[config.mk]
export PLATFORM = sky130hd
export DESIGN_NAME = decoder_onehot_seq
export DESIGN_NICKNAME = d
export VERILOG_FILES = /design/src/rtl/decoder_onehot_seq.sv
export SDC_FILE = /design/constraint.sdc
export NUM_CORES = 1
export LEC_CHECK = 0
export CAP_MARGIN = 20
export CORE_UTILIZATION = 50
export CTS_CLUSTER_SIZE = 20
export DETAILED_ROUTE_END_ITERATION = 8
export PLACE_DENSITY = 0.81
export SYNTH_ARGS = -nofsm -noshare
export SYNTH_HDL_FRONTEND = slang
export SYNTH_SLANG_ARGS = --single-unit
[constraint.sdc]
create_clock -name clk -period 2.45 [get_ports clk]
set_input_delay 0.49 -clock clk [delete_from_list [all_inputs] [get_ports clk]]
set_output_delay 0.49 -clock clk [all_outputs]
set_load 0.05 [all_outputs]
[src/rtl/decoder_onehot_seq.sv]
// Registered binary-to-one-hot decoder with a valid/ready input, range checking and a scan mode.
// Latency: 1 cycle from an accepted sel (or a mode change) to y/y_idx/y_valid.
// Backpressure: in_ready drops while disabled, in scan mode or while leaving scan; outputs are never stalled.
//
// Ports:
//   clk, rst_n        clock, asynchronous active-low reset
//   en                global enable; low freezes every register
//   mode              0 = decode, 1 = scan
//   in_valid/in_ready handshake qualifying sel
//   sel               binary index to decode
//   y, y_idx, y_valid registered one-hot output, its index, and its validity
//   scan_wrap         one-cycle pulse when the scan index returns to 0
//   err, err_clr      sticky out-of-range flag and its synchronous clear
module decoder_onehot_seq #(
  parameter int SEL_W    = 3,
  parameter int NUM_OUT  = 8,
  parameter int SCAN_DIV = 4
) (
  input  logic               clk,
  input  logic               rst_n,
  input  logic               en,
  input  logic               mode,
  input  logic               in_valid,
  output logic               in_ready,
  input  logic [SEL_W-1:0]   sel,
  output logic [NUM_OUT-1:0] y,
  output logic [SEL_W-1:0]   y_idx,
  output logic               y_valid,
  output logic               scan_wrap,
  output logic               err,
  input  logic               err_clr
);

  localparam logic [1:0] ST_IDLE   = 2'd0;
  localparam logic [1:0] ST_DECODE = 2'd1;
  localparam logic [1:0] ST_SCAN   = 2'd2;

  localparam int               CNT_W     = (SCAN_DIV > 1) ? $clog2(SCAN_DIV) : 1;
  localparam logic [CNT_W-1:0] CNT_MAX   = CNT_W'(SCAN_DIV - 1);
  localparam logic [SEL_W-1:0] LAST_IDX  = SEL_W'(NUM_OUT - 1);
  // One extra bit so NUM_OUT == 2**SEL_W is representable and never flags an error.
  localparam logic [SEL_W:0]   NUM_OUT_X = (SEL_W + 1)'(NUM_OUT);

  logic [1:0]         r_state;
  logic [CNT_W-1:0]   r_cnt;
  logic [NUM_OUT-1:0] r_y;
  logic [SEL_W-1:0]   r_idx;
  logic               r_valid;
  logic               r_wrap;
  logic               r_err;

  logic [1:0]         w_state_nxt;
  logic [CNT_W-1:0]   w_cnt_nxt;
  logic [NUM_OUT-1:0] w_y_nxt;
  logic [SEL_W-1:0]   w_idx_nxt;
  logic               w_valid_nxt;
  logic               w_wrap_nxt;
  logic               w_err_nxt;

  logic               w_hs;
  logic               w_sel_ok;
  logic [SEL_W-1:0]   w_idx_adv;

  function automatic logic [NUM_OUT-1:0] f_onehot(input logic [SEL_W-1:0] idx);
    logic [NUM_OUT-1:0] v;
    v = '0;
    for (int i = 0; i < NUM_OUT; i++) begin
      if (idx == SEL_W'(i)) v[i] = 1'b1;
    end
    return v;
  endfunction

  assign in_ready  = en & ~mode & (r_state != ST_SCAN);
  assign w_hs      = in_valid & in_ready;
  assign w_sel_ok  = ({1'b0, sel} < NUM_OUT_X);
  // Scan wraps at NUM_OUT-1 rather than at the natural binary rollover.
  assign w_idx_adv = (r_idx == LAST_IDX) ? '0 : r_idx + SEL_W'(1);

  always_comb begin
    w_state_nxt = r_state;
    w_cnt_nxt   = r_cnt;
    w_y_nxt     = r_y;
    w_idx_nxt   = r_idx;
    w_valid_nxt = r_valid;
    w_wrap_nxt  = 1'b0;
    w_err_nxt   = r_err;

    if (en) begin
      if (err_clr) w_err_nxt = 1'b0;

      if (r_state == ST_SCAN) begin
        if (!mode) begin
          w_state_nxt = ST_IDLE;
          w_cnt_nxt   = '0;
          w_y_nxt     = '0;
          w_idx_nxt   = '0;
          w_valid_nxt = 1'b0;
        end else if (r_cnt == CNT_MAX) begin
          w_cnt_nxt  = '0;
          w_idx_nxt  = w_idx_adv;
          w_y_nxt    = f_onehot(w_idx_adv);
          w_wrap_nxt = (r_idx == LAST_IDX);
        end else begin
          w_cnt_nxt = r_cnt + CNT_W'(1);
        end
      end else if (mode) begin
        w_state_nxt = ST_SCAN;
        w_cnt_nxt   = '0;
        w_y_nxt     = f_onehot('0);
        w_idx_nxt   = '0;
        w_valid_nxt = 1'b1;
      end else if (w_hs) begin
        w_state_nxt = ST_DECODE;
        if (w_sel_ok) begin
          w_y_nxt     = f_onehot(sel);
          w_idx_nxt   = sel;
          w_valid_nxt = 1'b1;
        end else begin
          // Bad index: blank the outputs but keep the last good y_idx.
          w_y_nxt     = '0;
          w_valid_nxt = 1'b0;
          w_err_nxt   = 1'b1;  // overrides a simultaneous err_clr
        end
      end
    end
  end

  always_ff @(posedge clk or negedge rst_n) begin
    if (!rst_n) begin
      r_state <= ST_IDLE;
      r_cnt   <= '0;
      r_y     <= '0;
      r_idx   <= '0;
      r_valid <= 1'b0;
      r_wrap  <= 1'b0;
      r_err   <= 1'b0;
    end else begin
      r_state <= w_state_nxt;
      r_cnt   <= w_cnt_nxt;
      r_y     <= w_y_nxt;
      r_idx   <= w_idx_nxt;
      r_valid <= w_valid_nxt;
      r_wrap  <= w_wrap_nxt;
      r_err   <= w_err_nxt;
    end
  end

  assign y         = r_y;
  assign y_idx     = r_idx;
  assign y_valid   = r_valid;
  assign scan_wrap = r_wrap;
  assign err       = r_err;

endmodule

**Yosys cells after proc, flatten, opt, wreduce, memory -nomap -nowiden**

Index checks and enable logic that the tools add are counted.

- Logic and storage cells: 82
- Register bits: 17
- Bits of input ports: 9

- Eq/ne operators: 20
- Bitwise operators: 4
- Mux-type cells: 43
- $add $sub $neg: 2
- Reductions and logical operators: 7

Operators by type and width:

| operator | number |
|---|---|
| two-way mux 8 bit | 5 |
| equality test 3 bit, second input constant | 9 |
| two-way mux 1 bit | 24 |
| two-way mux 3 bit | 6 |
| two-way mux 2 bit | 8 |
| equality test 3 x 2 -> 1 bit, second input constant | 4 |
| equality test 3 x 1 -> 1 bit, second input constant | 2 |
| zero test 3 bit | 2 |
| AND reduction 3 bit | 2 |
| equality test 2 bit, second input constant | 2 |
| != test 2 bit, second input constant | 2 |
| adder 3 x 1 -> 3 bit, second input constant | 1 |
| AND 1 bit | 3 |
| != test 3 x 2 -> 1 bit, second input constant | 1 |
| nonzero test 3 bit | 1 |
| adder 2 x 1 -> 2 bit, second input constant | 1 |
| AND reduction 2 bit | 1 |
| nonzero test 2 bit | 1 |
| inverter 1 bit | 1 |

**Depth between registers and ports, before layout**

Gate-level depths: netlist of the first run.

- Depth after elaboration: 7
- Mapped depth: 6
- Mapped depth without buffers: 5

**Least setup slack after synthesis of the first run**

OpenSTA, ideal clock, no wires.

- Path type: in2out
- From: in en
- To: out in_ready
- Arrival: 1.230 ns
- Data required time: 1.960 ns
- Path buffers: 1
- Stages: 2
- Path slack: 0.730 ns
- Path through: clkbuf_1 and3_1

- Cells in the longest elaborated chain, start to end: 2

Ends and longest elaborated chain:

| element | RTL line | text |
|---|---|---|
| from (decl) | 21 | `input logic en,` |
| AND 1 bit (2 in a row) | 73 | `assign in_ready = en & ~mode & (r_state != ST_SCAN);` |
| to (decl) | 24 | `output logic in_ready,` |

No other way between the ends.

**Final worst setup path of the first run**

- From: reg r_idx[0], in the netlist y_idx[0]
- To: out y_idx[0]

RTL lines:

| element | RTL line | text |
|---|---|---|
| from (decl) | 47 | `logic [SEL_W-1:0] r_idx;` |
| from (signal assigned) | 141 | `r_idx <= w_idx_nxt;` |
| to (decl) | 27 | `output logic [SEL_W-1:0] y_idx,` |

No word-level cell between the ends.

==> results.sh, run 1 <==
export IMPL_mappedNetlistArea_um2=974.7
export IMPL_seq_area_frac_synth=0.4365
export IMPL_cpMaxStageDelayCell="clkdlybuf4s50_1"
export IMPL_crit_arrival_ps=1610
export IMPL_slew_viol_final=0
export IMPL_cp_start_kind="flip-flop"
export IMPL_hold_viol=0
export IMPL_finalCriticalPeriod_ps=2097
export IMPL_dp_hpwl_mm=1.427
export IMPL_hold_worst_slack_ps=488.4
export IMPL_gp_congestion=0.8208
export IMPL_grt_pass1_wl_mm=3.215
export IMPL_num_vias=830
export IMPL_synth_top_area_frac=0.4365
export IMPL_synth_area_leader_cell="dfrtp_1"
export IMPL_clk_latency_ps=290
export IMPL_clock_fmax_mhz=476.9
export IMPL_drt_wl_total_mm=1.898
export IMPL_htreeDepth=1
export IMPL_yosysWarningCount=0
export IMPL_die_x_um=46.15
export IMPL_slew_headroom=0.5059
export IMPL_status="complete, no violations"
export IMPL_power_density_nw_per_um2=694.1
export IMPL_via_per_inst=5.533
export IMPL_nNetsFinal=142
export IMPL_final_antenna_net_count=0
export IMPL_fin_skew_ps=5.078
export IMPL_holdBufCountCts=0
export IMPL_crit_chain="clkdlybuf4s50_1"
export IMPL_grt_use_total=0.2118
export IMPL_area_delta_synth_final_pct=26.44
export IMPL_cts_buffers=3
export IMPL_worstSetupPathType="reg -> out"
export IMPL_reg2reg_slack_ps=860
export IMPL_synthFlopType="dfrtp_1"
export IMPL_drc=0
export IMPL_cts_resized=0
export IMPL_finalCritPeriodShare=0.8559
export IMPL_ir_drop_v=0.0004123
export IMPL_synthArstFlopShare=1.000
export IMPL_rsz0062_at_grt="false"
export IMPL_clk_path_buf_depth=2
export IMPL_fin_util=0.6912
export IMPL_clk_pin_slew_ps=100
export IMPL_finalSetupViolCount=0
export IMPL_cp_end_kind="primary output"
export IMPL_crit_family="buffers and inverters"
export IMPL_synth_area_per_cell_um2=9.463
export IMPL_dieArea_um2=2130
export IMPL_cts_tree="built"
export IMPL_cpPeakStageDelay_ps=850
export IMPL_mostFrequentLayoutCell="clkdlybuf4s50_1"
export IMPL_start_util=0.5467
export IMPL_wl_per_cell_um=12.65
export IMPL_die_h_um=46.15
export IMPL_cap_viol_max_count=0
export IMPL_fp_row_count=15
export IMPL_firstDrtPassIters=4
export IMPL_grt_max_degree=18
export IMPL_antenna_found_initial=0
export IMPL_synth_edf_count=0
export IMPL_drt_iter0_markers=9
export IMPL_drive_gt1_frac=0.07200
export IMPL_io_pins=24
export IMPL_cp_data_required_time_ps=1960
export IMPL_tightestPinTransition_ps=738.9
export IMPL_ys_top_cells_by_area="dfrtp_1 (44%), ha_1 (9.0%), o21ai_1 (6.2%)"
export IMPL_coreArea_um2=1783
export IMPL_postCtsSetupBuffers=0
export IMPL_crit_path_max_fanout=6
export IMPL_hold_path_class="reg -> reg"
export IMPL_leakage_nw=0.5344
export IMPL_path_buf_inv=1
export IMPL_grt_pass1_vias=753
export IMPL_ys_ff_latch=17
export IMPL_synth_cell_types=30
export IMPL_cts_root_buf="clkbuf_4"
export IMPL_syn_instance_count=103
export IMPL_finalSetupTns_ps=0
export IMPL_final_cell_mix="clkdlybuf4s50_1 (20), dfrtp_1 (17), nand2_1 (12), o21ai_1 (12)"
export IMPL_cts_num_sinks=17
export IMPL_synth_nets=119
export IMPL_diodes=0
export IMPL_overflow=0
export IMPL_fillers=136
export IMPL_io_buffers=21
## kinds of logic after synthesis
group / share of synthesized area
other cells: 0.003847
flops: 0.4365
fa+ha+maj: 0.08985
buf+inv: 0.07061
simple gates: 0.1643
compound gates: 0.2349
## sequential cells by signal, indices dropped and copies added, names as in the netlist
name	flops
y_valid	1
y	8
r_state	2
r_cnt	2
y_idx	3
scan_wrap	1
## Yosys cell counts (3+ instances only)
master and count:
a21oi_1 7, ha_1 7, a32oi_1 5, dfrtp_1 17, and3_1 3, nor2_1 5, o21ai_1 12, inv_1 7
nand2_1 12
## metrics by stage
stage	setup WS [ps]	instances	cell area [um^2]	power, mW
global placement	362.0	146	1206	0.7011
detailed placement	345.2	146	1206	0.7107
CTS	351.0	150	1232	0.8588
floorplan	730.5	103	974.7	0.5951
finish	353.0	150	1232	0.8555
global route	282.2	150	1232	0.9056
## where the power goes
group          switching (mW)  internal (mW)  total (mW)
clock network          0.0875         0.0632       0.151
registers              0.0346          0.319       0.353
logic                   0.227          0.125       0.352
## area by class of cell
cell class	instances	area, um^2	area share
Clock buffer	4	26.28	0.02132
Inverter	7	26.28	0.02132
Multi-Input combinational cell	73	480.5	0.3898
Sequential cell	17	425.4	0.3452
Tap cell	25	31.28	0.02538
Timing Repair Buffer	24	242.7	0.1970
## path summary, 6_finish.rpt
kind | start | to | cells after the start
setup / recovery | y_idx[0] | y_idx[0] | 1
hold / removal | y[0] | y[0] | 2
setup reg to reg | y_idx[0] | y[5] | 5
hold reg to reg | y[0] | y[0] | 2
max in group asynchronous | rst_n | y[3] | 1
min in group asynchronous | rst_n | r_state[0] | 1
## routing by layer
layer	routed length, um	track usage	up-vias
met2	869	0.3352	17
met3	45	0.03529	4
met4	25	0.07059	0
met5	0	0	-
met1	958	0.2917	401
li1	-	-	408
No activity file was read; power rests on OpenSTA's default activity.
==> inputs of run 2 (changes only) <==
--- a/config.mk
+++ b/config.mk
@@ -6,6 +6,7 @@
 export NUM_CORES = 1
 export LEC_CHECK = 0
 export CAP_MARGIN = 20
+export CORE_ASPECT_RATIO = 1.25
 export CORE_UTILIZATION = 50
 export CTS_CLUSTER_SIZE = 20
 export DETAILED_ROUTE_END_ITERATION = 8
==> run 2 against run 1 <==
Global-route usage down 1.3 points; critical path type is now in -> out; critical endpoint is now in_ready; sequential share of layout area up 0.21 points; largest power group unchanged; register-to-register slack worse by 70 ps; highest routed layer unchanged.
==> results.sh, run 2 (synthesized netlist as in run 1, its figures left out) <==
export IMPL_gp_congestion=0.8061
export IMPL_cp_end_kind="primary output"
export IMPL_grt_pass1_vias=760
export IMPL_crit_chain="clkdlybuf4s50_1 -> inv_1 -> and3_1 -> buf_12"
export IMPL_fin_skew_ps=5.649
export IMPL_power_density_nw_per_um2=688.5
export IMPL_cts_num_sinks=17
export IMPL_r2r_cells=5
export IMPL_hold_path_class="reg -> reg"
export IMPL_holdBufCountCts=0
export IMPL_cp_data_required_time_ps=1960
export IMPL_p_int_uw=506.0
export IMPL_place_ws_ps=249.1
export IMPL_slew_viol_final=0
export IMPL_crit_arrival_ps=1570
export IMPL_drt_wl_total_mm=1.889
export IMPL_start_util=0.5391
export IMPL_hold_viol=0
export IMPL_critPathLaunch="mode"
export IMPL_grt_pass1_wl_mm=3.291
export IMPL_clkPwrFrac=0.170
export IMPL_nNetsFinal=142
export IMPL_cts_root_buf="clkbuf_4"
export IMPL_finalSetupTns_ps=0
export IMPL_slew_headroom=0.4988
export IMPL_area_delta_synth_final_pct=25.67
export IMPL_num_vias=803
export IMPL_leakage_nw=0.5344
export IMPL_instances_no_fill=144
export IMPL_final_antenna_net_count=0
export IMPL_p_sw_frac=0.4000
export IMPL_clk_pin_slew_ps=90
export IMPL_largest_reg_flops=8
export IMPL_grt_use_total=0.1987
export IMPL_clock_fmax_mhz=485.9
export IMPL_fp_row_count=17
export IMPL_dieArea_um2=2131
export IMPL_dp_hpwl_mm=1.481
export IMPL_cpMaxStageDelayCell="clkdlybuf4s50_1"
export IMPL_coreArea_um2=1808
export IMPL_ir_drop_v=0.0003865
export IMPL_die_h_um=51.37
export IMPL_r2r_end="y[2]"
export IMPL_clk_latency_ps=280
export IMPL_seq_power_share=0.416
export IMPL_final_cell_mix="clkdlybuf4s50_1 (20), dfrtp_1 (17), nand2_1 (12), o21ai_1 (12)"
export IMPL_worstSetupPathType="in -> out"
export IMPL_finalCriticalPeriod_ps=2058
export IMPL_drive_gt1_frac=0.07200
export IMPL_diodes=0
export IMPL_clk_path_buf_depth=2
export IMPL_cts_resized=0
export IMPL_drc=0
export IMPL_crit_path_max_fanout=5
export IMPL_io_buffers=21
export IMPL_htreeDepth=1
export IMPL_status="complete, no violations"
export IMPL_antenna_found_initial=0
export IMPL_reg2reg_from="r_state[1]"
export IMPL_postCtsSetupBuffers=0
export IMPL_grt_max_degree=18
export IMPL_overflow=0
export IMPL_power_frac_comb=0.414
export IMPL_via_per_inst=5.576
export IMPL_tightestPinTransition_ps=749.5
export IMPL_cts_tree="built"
export IMPL_mostFrequentLayoutCell="clkdlybuf4s50_1"
export IMPL_io_pins=24
export IMPL_cap_viol_max_count=0
export IMPL_dp_cells=140
export IMPL_cp_start_kind="input port"
export IMPL_endpoint="in_ready"
export IMPL_finalCritPeriodShare=0.8400
export IMPL_finalSetupViolCount=0
export IMPL_reg2reg_slack_ps=790
export IMPL_worst_slack_ps=392.0
export IMPL_firstDrtPassIters=4
export IMPL_wl_per_cell_um=13.12
export IMPL_cts_buffers=3
export IMPL_drt_iter0_markers=7
export IMPL_rsz0062_at_grt="false"
export IMPL_switching_power_uw=337.3
export IMPL_die_x_um=41.49
export IMPL_cpPeakStageDelay_ps=600
[run 2: cell counts in the layout (fill, tap and decap cells not counted)]
Identical to the previous run, type by type.
[run 2: final cells by class]
cell class	count	area [um^2]
clock buffers	4	26.28
fillers	150	583.1
inverters	7	26.28
flip-flops and latches	17	425.4
multi-input cells	73	480.5
repair buffers	24	242.7
well taps	19	23.77
[run 2: metal layers]
metal,part of all wire,up-vias,GRT usage
met5,0,-,0
met1,0.43,369,0.2332
met2,0.52,25,0.3776
met3,0.039,2,0.02473
li1,-,407,-
met4,0.0095,0,0.04839
[run 2: worst min-delay path by stage]
| stage | from | end | cells after the start |
|---|---|---|---|
| after floorplan | rst_n | r_cnt[0] | 0 |
| after global placement | y[2] | y[2] | 2 |
| after detailed placement | y[6] | y[6] | 2 |
| after CTS | y[6] | y[6] | 2 |
| after global routing | y[3] | y[3] | 2 |
| final | y[4] | y[4] | 2 |
[run 2: power groups by stage]
stage,logic (mW),registers (mW),clock network [mW]
final,0.349,0.351,0.143
after detailed placement,0.351,0.358,0
after floorplan,0.135,0.460,0
after global routing,0.375,0.360,0.159
after CTS,0.352,0.352,0.151
after global placement,0.346,0.356,0
[run 2: critical path: cells and delay by family]
family | cells | cell delay (ps)
buf+inv | 3 | 880
simple gates | 1 | 190
[run 2: stage by stage]
step / area, um^2 / utilization / hold WS [ps] / total power, mW
2_1_floorplan: 974.7 / - / 194.4 / 0.5951
3_3_place_gp: 1199 / 0.6630 / 467.0 / 0.7015
3_5_place_dp: 1199 / 0.6630 / 473.6 / 0.7093
4_1_cts: 1225 / 0.6775 / 496.3 / 0.8551
5_1_grt: 1225 / 0.6775 / 518.4 / 0.8932
6_report: 1225 / 0.6775 / 486.6 / 0.8433
==> inputs of run 3 (changes only) <==
--- a/config.mk
+++ b/config.mk
@@ -7,10 +7,10 @@
 export LEC_CHECK = 0
 export CAP_MARGIN = 20
 export CORE_ASPECT_RATIO = 1.25
-export CORE_UTILIZATION = 50
+export CORE_UTILIZATION = 48
 export CTS_CLUSTER_SIZE = 20
 export DETAILED_ROUTE_END_ITERATION = 8
-export PLACE_DENSITY = 0.81
+export PLACE_DENSITY = 0.78
 export SYNTH_ARGS = -nofsm -noshare
 export SYNTH_HDL_FRONTEND = slang
 export SYNTH_SLANG_ARGS = --single-unit
==> constraint.sdc (replaced) <==
create_clock -name clk -period 2 [get_ports clk]
set_input_delay 0.4 -clock clk [delete_from_list [all_inputs] [get_ports clk]]
set_output_delay 0.4 -clock clk [all_outputs]
set_load 0.05 [all_outputs]
==> run 3 against run 2 <==
Non-clock buffer count is 1 higher; flip-flop and latch count stayed put; global-route usage is 1.6 points higher; final cell count is 0.69% higher; first-iteration DRC count grew to 3.0 times the previous value; clock-buffer cell count stayed put; power is 25% higher; sequential power is 23% higher; clock power is 29% higher; register-to-register slack worse by 380 ps; critical path type unchanged.
==> results.sh, run 3 (synthesized netlist as in run 1, its figures left out) <==
export IMPL_finalSetupTns_ps=0
export IMPL_instances_no_fill=145
export IMPL_rsz0062_at_grt="false"
export IMPL_fillers=141
export IMPL_holdBufCountCts=0
export IMPL_cp_start_kind="input port"
export IMPL_cap_viol_max_count=0
export IMPL_power_total_mw=1.055
export IMPL_drt_iter0_markers=21
export IMPL_fin_util=0.6792
export IMPL_firstDrtPassIters=5
export IMPL_gp_congestion=0.8029
export IMPL_dp_cells=141
export IMPL_cp_end_kind="primary output"
export IMPL_crit_arrival_ps=1550
export IMPL_htreeDepth=1
export IMPL_post_route_cell_area_um2=1242
export IMPL_via_per_inst=5.759
export IMPL_io_buffers=21
export IMPL_path_buf_inv=3
export IMPL_drt_wl_total_mm=1.982
export IMPL_wl_per_cell_um=13.67
export IMPL_hold_viol=0
export IMPL_num_vias=835
export IMPL_finalSetupViolCount=0
export IMPL_postCtsSetupBuffers=0
export IMPL_ir_drop_v=0.0005547
export IMPL_cp_data_required_time_ps=1600
export IMPL_power_density_nw_per_um2=849.4
export IMPL_hold_worst_slack_ps=424.3
export IMPL_crit_path_max_fanout=7
export IMPL_drive_gt1_frac=0.08730
export IMPL_clk_latency_ps=290
export IMPL_cts_num_sinks=17
export IMPL_clock_fmax_mhz=513.4
export IMPL_cts_resized=0
export IMPL_io_pins=24
export IMPL_leakage_nw=0.5459
export IMPL_crit_chain="clkdlybuf4s50_1 -> inv_1 -> and3_1 -> buf_12"
export IMPL_worstSetupPathType="in -> out"
export IMPL_nNetsFinal=143
export IMPL_slew_viol_final=0
export IMPL_die_h_um=52.38
export IMPL_largest_reg_flops=8
export IMPL_clk_path_buf_depth=2
export IMPL_cpPeakStageDelay_ps=650
export IMPL_final_antenna_net_count=0
export IMPL_area_delta_synth_final_pct=27.47
export IMPL_diodes=0
export IMPL_coreArea_um2=1829
export IMPL_clk_pin_slew_ps=100
export IMPL_place_ws_ps=45.00
export IMPL_antenna_found_initial=0
export IMPL_cts_tree="built"
export IMPL_worst_slack_ps=52.34
export IMPL_dieArea_um2=2216
export IMPL_drc=0
export IMPL_cts_buffers=3
export IMPL_place_area_um2=1216
export IMPL_grt_pass1_wl_mm=3.588
export IMPL_overflow=0
export IMPL_grt_max_degree=22
export IMPL_grt_use_total=0.2151
export IMPL_die_x_um=42.31
export IMPL_finalCriticalPeriod_ps=1948
export IMPL_status="complete, no violations"
export IMPL_start_util=0.5328
export IMPL_dp_hpwl_mm=1.506
export IMPL_final_cell_mix="clkdlybuf4s50_1 (19), dfrtp_1 (17), nand2_1 (12), o21ai_1 (12)"
export IMPL_finalCritPeriodShare=0.9738
export IMPL_fin_skew_ps=6.692
export IMPL_cts_root_buf="clkbuf_4"
export IMPL_mostFrequentLayoutCell="clkdlybuf4s50_1"
export IMPL_grt_pass1_vias=828
export IMPL_crit_family="buffers and inverters"
export IMPL_fp_row_count=17
export IMPL_hold_path_class="in -> async"
export IMPL_cpMaxStageDelayCell="clkdlybuf4s50_1"
==> run 3: cell count changes in the layout (fill, tap and decap cells not counted) <==
cell             previous run  this run
buf_12                      1         2
buf_4                       3         4
clkdlybuf4s50_1            20        19
==> run 3: final timing paths <==
kind / startpoint / end / slack (ps) / depth (start not counted)
worst max register to register: y_idx[0] / y[5] / 410 / 5
worst max-delay path: mode / in_ready / 50 / 4
worst min-delay path: rst_n / r_state[1] / 420 / 2
worst min register to register: y[3] / y[3] / 490 / 2
max in group asynchronous: rst_n / r_state[0] / 1390 / 2
min in group clk: y[3] / y[3] / 490 / 2
==> run 3: power breakdown <==
| part | internal (mW) | switching (mW) | leakage [nW] |
|---|---|---|---|
| registers | 0.390 | 0.0425 | 0.222 |
| clock network | 0.0776 | 0.107 | 0.0150 |
| logic | 0.159 | 0.279 | 0.309 |
| total | 0.627 | 0.429 | 0.546 |
==> run 3: routing by layer <==
layer / track usage / part of all wire
met1: 0.2593 / 0.42
met2: 0.3795 / 0.51
met3: 0.02069 / 0.048
met4: 0.1094 / 0.016
met5: 0 / 0
==> run 3: final cells by class <==
type                    count  area (um^2)  share of cell area
clock buffers               4        26.28             0.02115
inverters                   7        26.28             0.02115
multi-input cells          73        480.5              0.3867
flip-flops and latches     17        425.4              0.3424
well taps                  19        23.77             0.01913
repair buffers             25        260.3              0.2095
